==> src/rtl/accel_pkg.sv <==
// Shared types and sizing helpers for the accelerometer tilt filter.
package accel_pkg;

   // Width of one raw or filtered tilt value (two's complement).
   localparam int TILT_W = 9;

   // Filter sequencing states.
   typedef enum logic [1:0] {
      IDLE    = 2'd0,
      ACCUM   = 2'd1,
      DIVIDE  = 2'd2,
      PUBLISH = 2'd3
   } state_t;

   // An accumulator holding 2^avg_log2 signed TILT_W samples needs
   // avg_log2 extra bits of headroom above the sample width.
   function automatic int acc_width(input int avg_log2);
      return TILT_W + avg_log2;
   endfunction

endpackage

==> src/rtl/accel_axis_avg.sv <==
// One axis of the tilt filter: sums 2^AVG_LOG2 samples, divides by
// arithmetic shift (floor), applies a symmetric deadzone and holds the
// result until the next load.
module accel_axis_avg
   import accel_pkg::*;
#(
   parameter int AVG_LOG2 = 4,
   parameter int DEADZONE = 8
) (
   input  logic              clock,
   input  logic              reset,
   input  logic              sample_en,
   input  logic              acc_clr,
   input  logic              load_en,
   input  logic [TILT_W-1:0] sample_in,
   output logic [TILT_W-1:0] avg_out
);

   localparam int ACC_W = acc_width(AVG_LOG2);

   // Deadzone bounds expressed at accumulator width so the compare is a
   // plain signed compare with no implicit widening.
   localparam logic signed [ACC_W-1:0] DZ_POS = ACC_W'(DEADZONE);
   localparam logic signed [ACC_W-1:0] DZ_NEG = -DZ_POS;

   generate
      if (AVG_LOG2 < 1 || AVG_LOG2 > 6) begin : g_bad_avg_log2
         $error("accel_axis_avg: AVG_LOG2 must be in 1..6");
      end
      if (DEADZONE < 0 || DEADZONE > 255) begin : g_bad_deadzone
         $error("accel_axis_avg: DEADZONE must be in 0..255");
      end
   endgenerate

   logic signed [ACC_W-1:0]  acc_q;
   logic signed [ACC_W-1:0]  sample_ext;
   logic signed [ACC_W-1:0]  avg;
   logic signed [TILT_W-1:0] result;
   logic        [TILT_W-1:0] avg_q;

   assign sample_ext = {{AVG_LOG2{sample_in[TILT_W-1]}}, sample_in};

   // Arithmetic shift of a signed sum rounds toward minus infinity.
   assign avg = acc_q >>> AVG_LOG2;

   // Deadzone: small magnitudes collapse to zero; everything else passes
   // through untouched, so the most negative value needs no special case.
   always_comb begin
      // NOTE: assign every always_comb output a default first so no path
      // leaves it unassigned, which would infer a latch.
      result = avg[TILT_W-1:0];
      if ((avg >= DZ_NEG) && (avg <= DZ_POS)) begin
         result = '0;
      end
   end

   // Running per-axis sum of sign-extended samples.
   always_ff @(posedge clock) begin
      // NOTE: sequential state uses non-blocking assignments so every
      // register updates from values sampled before the edge.
      if (reset) begin
         acc_q <= '0;
      end else if (acc_clr) begin
         acc_q <= '0;
      end else if (sample_en) begin
         acc_q <= acc_q + sample_ext;
      end
   end

   // Output register: loads the filtered average, otherwise holds.
   always_ff @(posedge clock) begin
      if (reset) begin
         avg_q <= '0;
      end else if (load_en) begin
         avg_q <= result;
      end
   end

   assign avg_out = avg_q;

endmodule

==> src/rtl/accel_tilt_filter.sv <==
// Accelerometer tilt filter: prescaled sampling of X/Y tilt, block
// averaging over 2^AVG_LOG2 samples with a deadzone, and a one-cycle
// valid pulse on each new filtered pair.
module accel_tilt_filter
   import accel_pkg::*;
#(
   parameter int SAMPLE_DIV = 50000,
   parameter int AVG_LOG2   = 4,
   parameter int DEADZONE   = 8
) (
   input  logic              clock,
   input  logic              reset,
   input  logic              enable,
   input  logic [TILT_W-1:0] accel_x_in,
   input  logic [TILT_W-1:0] accel_y_in,
   output logic [TILT_W-1:0] tilt_x,
   output logic [TILT_W-1:0] tilt_y,
   output logic              tilt_valid
);

   // A divider of at least 4 keeps the next tick clear of DIVIDE and
   // PUBLISH, so the FSM never has to drop a sample.
   generate
      if (SAMPLE_DIV < 4) begin : g_bad_sample_div
         $error("accel_tilt_filter: SAMPLE_DIV must be 4 or more");
      end
   endgenerate

   localparam int                   DIV_W    = $clog2(SAMPLE_DIV);
   localparam logic [DIV_W-1:0]     DIV_LAST = DIV_W'(SAMPLE_DIV - 1);
   localparam logic [AVG_LOG2-1:0]  CNT_LAST = '1;

   logic [DIV_W-1:0]    div_q;
   logic                tick;
   logic [AVG_LOG2-1:0] cnt_q;
   logic [AVG_LOG2-1:0] cnt_d;
   state_t              state_q;
   state_t              state_d;
   logic                sample_en;
   logic                acc_clr;
   logic                load_en;

   // Sample-rate prescaler: free-runs while enabled, parks at 0 otherwise.
   always_ff @(posedge clock) begin
      if (reset || !enable) begin
         div_q <= '0;
      end else if (div_q == DIV_LAST) begin
         div_q <= '0;
      end else begin
         div_q <= div_q + DIV_W'(1);
      end
   end

   assign tick = enable && (div_q == DIV_LAST);

   // State and sample-counter registers.
   always_ff @(posedge clock) begin
      if (reset) begin
         state_q <= IDLE;
         cnt_q   <= '0;
      end else begin
         state_q <= state_d;
         cnt_q   <= cnt_d;
      end
   end

   // Next-state and datapath control; enable low returns to IDLE from
   // anywhere and discards any partial block.
   always_comb begin
      state_d   = state_q;
      cnt_d     = cnt_q;
      sample_en = 1'b0;
      acc_clr   = 1'b0;
      load_en   = 1'b0;
      if (!enable) begin
         state_d = IDLE;
         cnt_d   = '0;
         acc_clr = 1'b1;
      end else begin
         case (state_q)
            IDLE: begin
               state_d = ACCUM;
            end
            ACCUM: begin
               if (tick) begin
                  sample_en = 1'b1;
                  if (cnt_q == CNT_LAST) begin
                     cnt_d   = '0;
                     state_d = DIVIDE;
                  end else begin
                     cnt_d = cnt_q + AVG_LOG2'(1);
                  end
               end
            end
            DIVIDE: begin
               // Loading here makes the new values and the pulse visible
               // together during the PUBLISH cycle.
               load_en = 1'b1;
               state_d = PUBLISH;
            end
            PUBLISH: begin
               acc_clr = 1'b1;
               state_d = ACCUM;
            end
            default: begin
               state_d = IDLE;
            end
         endcase
      end
   end

   // Valid pulse register, high for the single PUBLISH cycle.
   always_ff @(posedge clock) begin
      if (reset) begin
         tilt_valid <= 1'b0;
      end else begin
         tilt_valid <= load_en;
      end
   end

   accel_axis_avg #(
      .AVG_LOG2 (AVG_LOG2),
      .DEADZONE (DEADZONE)
   ) u_axis_x (
      .clock     (clock),
      .reset     (reset),
      .sample_en (sample_en),
      .acc_clr   (acc_clr),
      .load_en   (load_en),
      .sample_in (accel_x_in),
      .avg_out   (tilt_x)
   );

   accel_axis_avg #(
      .AVG_LOG2 (AVG_LOG2),
      .DEADZONE (DEADZONE)
   ) u_axis_y (
      .clock     (clock),
      .reset     (reset),
      .sample_en (sample_en),
      .acc_clr   (acc_clr),
      .load_en   (load_en),
      .sample_in (accel_y_in),
      .avg_out   (tilt_y)
   );

endmodule

==> config.mk <==
export PLATFORM = sky130hd
export DESIGN_NAME = accel_tilt_filter
export DESIGN_NICKNAME = d
export VERILOG_FILES = /design/src/rtl/accel_pkg.sv /design/src/rtl/accel_axis_avg.sv /design/src/rtl/accel_tilt_filter.sv
export SDC_FILE = /design/constraint.sdc
export NUM_CORES = 1
export LEC_CHECK = 0
export CAP_MARGIN = 30
export CORE_MARGIN = 8
export CORE_UTILIZATION = 35
export CTS_BUF_LIST = sky130_fd_sc_hd__clkbuf_8
export DETAILED_ROUTE_END_ITERATION = 8
export DONT_BUFFER_PORTS = 1
export GPL_TIMING_DRIVEN = 0
export PLACE_DENSITY = 0.47
export SYNTH_ARGS = -nofsm -noshare
export SYNTH_HDL_FRONTEND = slang
export SYNTH_SLANG_ARGS = --single-unit
export TNS_END_PERCENT = 50
==> constraint.sdc <==
create_clock -name clock -period 3.5 [get_ports clock]
set_clock_uncertainty 0.1 [all_clocks]
set_input_delay 0.7 -clock clock [delete_from_list [all_inputs] [get_ports clock]]
set_output_delay 0.7 -clock clock [all_outputs]
set_load 0.1 [all_outputs]
Yosys cells after proc, flatten, opt, wreduce, memory -nomap -nowiden

Index checks and enable logic that the tools add are counted.

Mux-type cells: 13
Order comparisons: 4
$add $sub $neg: 4
Equality and inequality tests: 7
Reduce and logical (&&, ||, !) cells: 12
Bitwise gates (word level): 1

Operators with widths:

| operator              | number |
|---|---|
| $add 13x9->13         | 2 |
| $ge 9x4->1 const B    | 2 |
| $le 9x5->1 const B    | 2 |
| $mux 9                | 2 |
| $add 16x1->16 const B | 1 |
| $eq 16x16->1 const B  | 1 |
| $reduce_or 2->1       | 4 |
| $mux 1                | 7 |
| $pmux 2 s3            | 1 |
| $add 4x1->4 const B   | 1 |
| $eq 2x2->1 const B    | 2 |
| $eq 4x4->1 const B    | 1 |
| $mux 2                | 2 |
| $mux 4                | 1 |
| $ne 2x2->1 const B    | 2 |
| $reduce_and 2->1      | 2 |
| $logic_and 1x1->1     | 3 |
| $eq 2x1->1 const B    | 1 |
| $logic_not 2->1       | 1 |
| $logic_not 1->1       | 1 |
| $logic_or 1x1->1      | 1 |
| $not 1->1             | 1 |

Logic and storage cells: 49
Input port bits: 21
Output and inout bits: 19
Bits in registers: 67

Longest topological paths before layout

Word-level depth: 5
Depth in mapped cells: 9
Mapped depth without buffers: 8

Hierarchy

From an unflattened synthesis, not the netlist that was laid out.

Cells, all modules: 468
Area, all modules: 4090.2 um^2

By module, submodules not included:

| module            | area an instance (um^2) | cells an instance | times used |
|---|---|---|---|
| accel_axis_avg    | 1487.7                  | 170               | 2 |
| accel_tilt_filter | 1114.8                  | 128               | 1 |

Worst setup path before layout

No wires, ideal clock.

Kind: input to register
Start: in accel_y_in[0]
End: reg u_axis_y.acc_q[12]
Stages: 8
Path buffers: 0
Library setup time: 0.125 ns
Arrival: 2.517 ns
Slack: 0.757 ns
Path through: ha_1 > fa_1 > a211oi_2 > o21bai_1 > a41o_1 > a2111oi_2 > a21o_1 > nand3_1

Cells in the longest elaborated chain, start to end: 1

RTL lines:

| what                 | line                    | text |
|---|---|---|
| from (decl)          | accel_tilt_filter.sv:15 | `input logic [TILT_W-1:0] accel_y_in,` |
| $add 13x9->13        | accel_axis_avg.sv:66    | `acc_q <= acc_q + sample_ext;` |
| to (signal assigned) | accel_axis_avg.sv:66    |  |
| to (decl)            | accel_axis_avg.sv:35    | `logic signed [ACC_W-1:0] acc_q;` |

No other way between the ends.
A chain may end at the register's enable or synchronous reset.

Worst setup path after layout

Same ends and word-level chain as after synthesis.

==> metrics.yaml <==
drtIter0Drc: 115
viasPerCell: 5.33
layout_min_cycle_time_ns: 2.65
path_class: "input port to flop"
finalNonFillerCells: 620
ctsLongestPathBuffers: 2
drtAntennaViolNets: 0
hp-class: "flop to flop"
rsz0062_at_grt: "false"
final_max_slew_viol_count: 0
drive_gt1_frac: 0.0604
gp_congestion: 0.812
power.density_nw_per_um2: 359
cts.sinks: 67
wl_um: 9610
avgSynthCellArea_sq_um: 8.10
yosys_most_used_dff: "dfxtp_1"
yosysWarnings: 0
fin_util: 0.388
clk_pin_slew_worst_paths_ns: 0.08
worst_pin_slew_ns: 0.991
cts_resized: 0
irDropWorstVdd_mv: 0.130
async_flop_share: 0
gr-total-overflow: 0
dieArea_sq_um: 14300
ys_seq_area_frac: 0.356
final_nets: 528
seq_area_sq_um: 1340
area_growth_syn_to_layout_pct: 9.76
post_cts_buffers: 0
endpoint_kind: "flop"
synth_edf_count: 0
multi_input_area_sq_um: 2300
final_area_sq_um: 4140
fmax_ghz: 0.377
whs_path_depth: 2
critPathMaxFanout: 3
maxCapViolCount: 0
hold_violations: 0
nFillCells: 1141
dr.pass1.iters: 4
slew_headroom: 0.338
worst_r2r_path_depth: 8
route.detailed.drc: 0
cpPeakStageDelay_ns: 0.46
die_x_um: 120
grt_max_degree: 12
via_count: 3302
post_dp_cell_area_sq_um: 3940
status: "finished, final reports clean"
clockRootBuffer: "clkbuf_8"
yosysTopAreaCellShare: 0.356
clock_latency_ns: 0.35
cts_tree: "yes"
yosys-top-cells-area: "dfxtp_1, ha_1, nand2_1"
arrival_ns: 2.84
grt_pass1_wl_um: 16100
tns_ns: 0
floorplan.initialDensity: 0.354
synth_seq_cells: 67
crit_path_top_delay_cell: "a2111oi_2"
postSynthCellCount: 465
syn_nets: 517
finalCritPeriodShare: 0.757
antenna_found_initial: 0
grt_pass1_vias: 3226
cts_max_level: 3
setup.worst_path.start_class: "input port"
io-pin-count: 40
setup_slack_ns: 0.850
ys_types: 51
grt_usage: 0.139
leakage_nw: 1.59
place_ws_ns: 0.534
port_buffers: 0
coreArea_sq_um: 10700
die_height_um: 120
synth_top_area_cell: "dfxtp_1"
cts_buffers: 9
cp.required_ns: 3.69
cts_hold_buf: 0
place_inst: 605
diodes: 0
synthesis.area_sq_um: 3770
route.detailed.wl_per_inst_um: 15.5
crit_chain: "ha_1 -> fa_1 -> a211oi_2 -> o21bai_1 -> a41o_1 -> a2111oi_2 -> o21ai_0 -> nand3_1"
fp-row-count: 38
finalSetupViolCount: 0
dpl.hpwl_um: 7270
-- registers in the layout, summed over array words and instances, names as in the netlist --
name              cells
div_q                16
u_axis_x.acc_q       13
u_axis_y.acc_q       13
u_axis_x.avg_out      9
u_axis_y.avg_out      9
cnt_q                 4
state_q               2
tilt_valid            1
-- cells in the mapped netlist (3+ instances only) --
library cell and instances:
dfxtp_1 67, nand2_1 55, nor2_1 53, a21oi_1 40, nand3_1 38, ha_1 29, o21ai_0 18, xor2_1 16
nor3_1 14, and3_1 13, buf_2 9, clkbuf_1 9, xnor2_1 9, a22oi_1 8, a21o_1 7, inv_1 7
a211oi_1 6, and4_1 5, nand4_1 5, a31oi_1 4, and2_1 4, mux2i_1 4, nand2b_1 4, nor4_1 4
o31ai_1 3
-- final timing paths --
path | start | to | slack (ns)
max | accel_y_in[0] | u_axis_y.acc_q[12]$_SDFFE_PP0P_ | 0.85
min | u_axis_y.acc_q[0]$_SDFFE_PP0P_ | u_axis_y.acc_q[0]$_SDFFE_PP0P_ | 0.36
min reg2reg | u_axis_y.acc_q[0]$_SDFFE_PP0P_ | u_axis_y.acc_q[0]$_SDFFE_PP0P_ | 0.36
max reg2reg | u_axis_y.acc_q[0]$_SDFFE_PP0P_ | u_axis_y.acc_q[12]$_SDFFE_PP0P_ | 0.90
-- layout make-up --
type,count,share of cell area
Buffer,21,0.0236
Clock buffer,10,0.0333
Clock inverter,5,0.0133
Inverter,7,0.00635
Multi-Input combinational cell,370,0.557
Sequential cell,67,0.324
Tap cell,140,0.0423
-- cells in the final DEF (no fill, tap or decap), types with 2 or more instances in the layout --
cell type / n
nand4_1: 5
mux2i_1: 4
nand2b_1: 4
o21ai_0: 18
a22oi_1: 8
o2111ai_1: 2
or4_1: 2
buf_4: 2
buf_2: 9
xor2_1: 16
a21oi_1: 40
nor4_1: 4
and4_1: 5
a311oi_1: 2
a211oi_1: 6
nand2_1: 55
nor3_1: 14
inv_1: 8
clkbuf_1: 9
fa_1: 2
and3_1: 13
a21o_1: 7
ha_1: 29
xnor2_1: 9
o21a_1: 2
o21bai_1: 2
dfxtp_1: 67
o31ai_1: 3
nor2_1: 53
clkbuf_8: 10
a31oi_1: 4
a21boi_0: 2
and2_1: 4
nand3_1: 38
-- metal layers --
layer / part of all wire / wire length (um) / track usage / vias to the layer above
li1: - / - / - / 1699
met1: 0.45 / 4330 / 0.160 / 1538
met2: 0.47 / 4560 / 0.231 / 51
met3: 0.053 / 505 / 0.0470 / 14
met4: 0.023 / 222 / 0.0570 / 0
met5: 0 / 0 / 0 / -
-- cells by family after synthesis --
family                     count (synthesis)  share of synthesized area
DFF                                       67                      0.356
and+or+nand+nor                          206                      0.261
adders and majority gates                 31                      0.107
AOI/OAI and AO/OA                        104                      0.174
muxes                                      4                     0.0106
xor gates and xnor gates                  25                     0.0581
buffers and inverters                     28                     0.0329
-- power by group --
group | total (W) | internal, W | switching [W]
Sequential | 0.000768 | 0.000764 | 0.00000351
Clock | 0.000644 | 0.000342 | 0.000302
Combinational | 0.0000749 | 0.0000259 | 0.0000490
Total | 0.00149 | 0.00113 | 0.000355
-- critical path, delay by kind of cell --
kind / cells / cell delay [ns]
and+or+nand+nor: 1 / 0.11
AOI/OAI and AO/OA: 5 / 1.37
adders and majority gates: 2 / 0.66
-- stage by stage --
stage | hold WS (ns) | total power [W]
global route | 0.383 | 0.00156
detailed placement | 0.352 | 0.000861
global placement | 0.341 | 0.000860
finish | 0.364 | 0.00149
floorplan | 0.330 | 0.000844
CTS | 0.362 | 0.00152
(Power assumes the default switching activity.)
